<file path="config.mk">
export PLATFORM = sky130hd
export DESIGN_NAME = sign_extend_pipe
export DESIGN_NICKNAME = d
export VERILOG_FILES = /design/src/rtl/sign_extend_pipe.sv
export SDC_FILE = /design/constraint.sdc
export NUM_CORES = 1
export LEC_CHECK = 0
export BUFFER_PORTS_ARGS = -buffer_cell sky130_fd_sc_hd__buf_2
export CAP_MARGIN = 15
export CORE_ASPECT_RATIO = 1.75
export CORE_MARGIN = 5
export CORE_UTILIZATION = 54
export CTS_CLUSTER_SIZE = 12
export DETAILED_ROUTE_END_ITERATION = 7
export PLACE_DENSITY_LB_ADDON = 0.2
export SLEW_MARGIN = 40
export SYNTH_ARGS = -nofsm -noshare
export SYNTH_HDL_FRONTEND = slang
export SYNTH_SLANG_ARGS = --single-unit
</file>
<file path="constraint.sdc">
create_clock -name clk -period 1.9 [get_ports clk]
set_input_delay 0.285 -clock clk [delete_from_list [all_inputs] [get_ports clk]]
set_output_delay 0.285 -clock clk [all_outputs]
set_load 0.02 [all_outputs]
</file>
<file path="src/rtl/sign_extend_pipe.sv">
// rtl/sign_extend_pipe.sv - pipelined parametrised sign/zero extender with one-deep skid buffer
module sign_extend_pipe #(
    parameter  int IN_W  = 12,
    parameter  int OUT_W = 32,
    localparam int LEN_W = $clog2(IN_W + 1)
) (
    input  logic             clk,
    input  logic             rst_n,
    input  logic             in_valid,
    output logic             in_ready,
    input  logic [IN_W-1:0]  in_data,
    input  logic [LEN_W-1:0] in_len,
    input  logic             in_zext,
    output logic             out_valid,
    input  logic             out_ready,
    output logic [OUT_W-1:0] out_data,
    output logic             out_err
);

    typedef enum logic [1:0] {
        S_EMPTY = 2'd0,
        S_ONE   = 2'd1,
        S_FULL  = 2'd2
    } state_t;

    state_t           state;
    logic             out_valid_q;
    logic             in_ready_q;
    logic [OUT_W-1:0] out_data_q;
    logic             out_err_q;
    logic [OUT_W-1:0] skid_data;
    logic             skid_err;

    logic [OUT_W-1:0] data_wide;
    logic [OUT_W-1:0] ext_data;
    logic             ext_err;
    logic             fill;
    logic             acc;
    logic             pop;

    // Extension is resolved before capture so both holding registers store final results.
    always_comb begin
        data_wide = OUT_W'(in_data);
        ext_err   = (in_len == '0) || (int'(in_len) > IN_W);
        fill      = 1'b0;
        for (int i = 0; i < IN_W; i++) begin
            if (int'(in_len) == i + 1) begin
                fill = in_data[i] & ~in_zext;
            end
        end
        ext_data = '0;
        for (int i = 0; i < OUT_W; i++) begin
            ext_data[i] = (i < int'(in_len)) ? data_wide[i] : fill;
        end
        if (ext_err) begin
            ext_data = '0;
        end
    end

    assign acc = in_valid && in_ready_q;
    assign pop = out_valid_q && out_ready;

    // in_ready is a register so out_ready never reaches the upstream handshake combinationally.
    always_ff @(posedge clk or negedge rst_n) begin
        if (!rst_n) begin
            state       <= S_EMPTY;
            out_valid_q <= 1'b0;
            in_ready_q  <= 1'b1;
            out_data_q  <= '0;
            out_err_q   <= 1'b0;
            skid_data   <= '0;
            skid_err    <= 1'b0;
        end else begin
            case (state)
                S_EMPTY: begin
                    if (acc) begin
                        out_data_q  <= ext_data;
                        out_err_q   <= ext_err;
                        out_valid_q <= 1'b1;
                        state       <= S_ONE;
                    end
                end
                S_ONE: begin
                    if (acc && pop) begin
                        out_data_q <= ext_data;
                        out_err_q  <= ext_err;
                    end else if (acc) begin
                        skid_data  <= ext_data;
                        skid_err   <= ext_err;
                        in_ready_q <= 1'b0;
                        state      <= S_FULL;
                    end else if (pop) begin
                        out_valid_q <= 1'b0;
                        state       <= S_EMPTY;
                    end
                end
                S_FULL: begin
                    if (pop) begin
                        out_data_q <= skid_data;
                        out_err_q  <= skid_err;
                        in_ready_q <= 1'b1;
                        state      <= S_ONE;
                    end
                end
                default: begin
                    state       <= S_EMPTY;
                    out_valid_q <= 1'b0;
                    in_ready_q  <= 1'b1;
                end
            endcase
        end
    end

    assign in_ready  = in_ready_q;
    assign out_valid = out_valid_q;
    assign out_data  = out_data_q;
    assign out_err   = out_err_q;

endmodule

</file>
==> results by group <==
Floorplan
  • Core Rows: 31
  • DIE WIDTH: roughly 60 um
  • Die Height: about 100 um
  • Core area: roughly 4200 um^2
  • Initial Utilization: 56.21%
  • Die Area: about 5800 um^2
  • I/O Pins: 56

Synthesis
  • Synth Register Bits: 38
  • Syn. warnings: 0
  • Mapped Cells: around 270
  • Register area share after synthesis: around two fifths
  • Yosys cell types: between 40 and 50
  • Mean Syn Cell Area: between 8 and 9 um^2
  • Ys flop type: dfrtp_1
  • Post-Syn Area: about 2400 um^2
  • Post-synth EDFFs: 0
  • Synth Net Count: 287
  • Asr flop ratio synth: 100.0%

Critical path
  • Worst-path cell with the longest stage delay: dfrtp_1
  • CP cell instances: nand3b_1 -> a21oi_1 -> a31oi_4 -> buf_4 -> nor2_1 -> a221o_1
  • Crit path max-delay family: compound AO/OA/AOI/OAI gates
  • CP max stage delay: approximately 0.46 ns
  • Arr. time, crit path: ~2 ns
  • Peak fanout along the critical path: 11
  • Setup CP Type: reg -> reg
  • Kind of end point of the critical path: register
  • Startpoint type of the worst setup path: register
  • CP Buf/Inv Count: 1
  • Required @ worst endpoint: 2.07 ns

STA
  • TNS Setup: 0 ns
  • Tcrit/Tclk final: between 90% and 100%
  • Final Max Tran Viols: 0
  • Clock Skews: between 0.002 and 0.0025 ns
  • Final hold violations: 0
  • Setup Viol. Count Final: 0
  • Hold WS: around 0.034 ns
  • Worst-Margin Slew: just under 0.5 ns
  • Relative slew margins: between 60% and 70%
  • Max Freq: between 500 and 600 MHz
  • Unrepaired setup endpoints after global routing: false
  • Tmin final: roughly 1.8 ns
  • Setup ws final: slightly below 0.1 ns

Final layout
  • Fraction of layout cells with a size suffix above 1: roughly 36%
  • Diodes inserted: 0
  • Nets@finish: approximately 360
  • Fillers: ~360
  • Most common cell after layout, fill and taps aside: buf_2
  • Commonest cells after routing, fill and taps aside: 55 x buf_2, 47 x nand2_1, 38 x buf_4
  • Syn-to-layout area delta: 26.62%
  • Multi-input logic area: between 1000 and 1500 um^2
  • Register area: ~950 um^2

Global routing
  • First-pass GRT wire length: 9687 um
  • GRT Util Overall: 21.36%
  • Initial antenna violation count: 0
  • Pin count of the biggest net entering global routing: 39
  • Vias in the first global route: ~2.0k
  • Gr ovfl total: 0

Detailed routing
  • Final ANT Viol Nets: 0
  • Vias: 2191
  • WL final: around 6000 um
  • Routed WL per cell: between 15 and 20 um
  • First-pass iteration count of the detailed router: 4
  • Drt drc: 0
  • Via-to-Cell Ratio: approximately 5.7
  • Violation count after the first detailed-route iteration: 87

Min path
  • Worst hold-check path type: in -> async

Clock network
  • Max Root-Sink Buffers: 2
  • Clock sink count: 38
  • Clock insertion delay at the later pin of the skew report: 0.29 ns
  • H-tree depth: 2
  • TritonCTS clock tree: done
  • Hold_buf cts: 0
  • CTS root buf: clkbuf_8
  • Clock transition at path regs: 0.07 ns
  • Total CTS buffers: 5

Power
  • Peak VDD IR: about 0.76 mV
  • Leak: about 1.5 nW
  • PD cells: roughly 640 nW/um^2

Placement
  • Port Buf Inserts: 55
  • Pre-CTS setup slack: -0.1627 ns
  • Final Wtd Congestion: just over 0.8
  • Hpwl dp: between 4000 and 5000 um

Run status
  • Status: completed

Job
  • Number of max-cap violations: 0
[cell usage after synthesis (all sizes together) (4+ instances only)]
cell / n / share of area, %
a21oi: 11 / 2.3
a31oi: 4 / 1.1
and2: 4 / 1.1
buf: 22 / 6.9
clkbuf: 11 / 1.8
dfrtp: 37 / 39
mux2: 4 / 2.1
nand2: 47 / 7.5
nand2b: 7 / 1.9
nand3: 4 / 0.85
nor2: 24 / 3.8
nor2b: 9 / 2.4
nor3: 5 / 1.5
o21a: 6 / 1.9
o21ai: 21 / 4.5
o221ai: 5 / 2.4
o31ai: 13 / 4.1
[cells by family after synthesis]
group                     after synthesis  share of synthesized area [%]
xor gates and xnor gates                1                         0.3720
DFF                                    38                          40.44
AOI/OAI and AO/OA                      71                          23.01
and+or+nand+nor                       114                          23.86
muxes                                   7                          3.347
buffers and inverters                  35                          8.980
[cell type report]
| cell class | instances | share of cell area (%) |
|---|---|---|
| Clock buffer | 6 | 2.770 |
| Multi-Input combinational cell | 193 | 40.83 |
| Inverter | 2 | 0.2518 |
| Tap cell | 49 | 2.056 |
| Sequential cell | 38 | 31.93 |
| Timing Repair Buffer | 95 | 20.14 |
| Clock inverter | 2 | 2.014 |
[flip-flops by register name, indices dropped and copies added, names as in the netlist]
signal / cells
in_ready: 1
out_data: 16
out_err: 1
out_valid: 1
skid_data: 16
skid_err: 1
state: 2
[per-stage QoR]
step | area [um^2] | util (%) | total power, mW | instances
final | 2982 | 71.18 | 1.899 | 385
after floorplan | 2355 | - | 0.9564 | 266
after global routing | 2982 | 71.18 | 1.973 | 385
after CTS | 2948 | 70.37 | 1.910 | 382
after global placement | 2796 | 66.76 | 1.064 | 374
after detailed placement | 2796 | 66.76 | 1.068 | 374
[power by group]
group | internal (mW) | switching [mW]
Clock | 0.560 | 0.283
Sequential | 0.808 | 0
Combinational | 0.110 | 0.137
Total | 1.48 | 0.420
[layer usage]
layer / GRT usage (%) / wire length (um)
met4: 9.044 / 178
met2: 38.33 / 3244
met1: 24.15 / 2213
met3: 2.261 / 387
met5: 0 / 0
[what timing repair did]
item | CTS | global route
resized for setup | 1 | 2
endpoints found under the setup margin | 4 | 10
buffers inserted | 0 | 3
hold endpoints to repair | 0 | 0
gates cloned | 0 | 0
[worst paths after layout]
kind | start | slack (ns) | depth (start not counted) | endpoint
worst max-delay path | state[1] | 0.1 | 6 | out_data[3]
worst min-delay path | rst_n | 0.03 | 2 | out_data[10]
worst max register to register | state[1] | 0.1 | 6 | out_data[3]
worst min register to register | out_data[13] | 0.47 | 2 | out_data[13]
max in group asynchronous | rst_n | 1.52 | 2 | in_ready
min in group clk | in_data[4] | 0.29 | 3 | skid_data[4]
No activity file was read; power rests on OpenSTA's default activity.
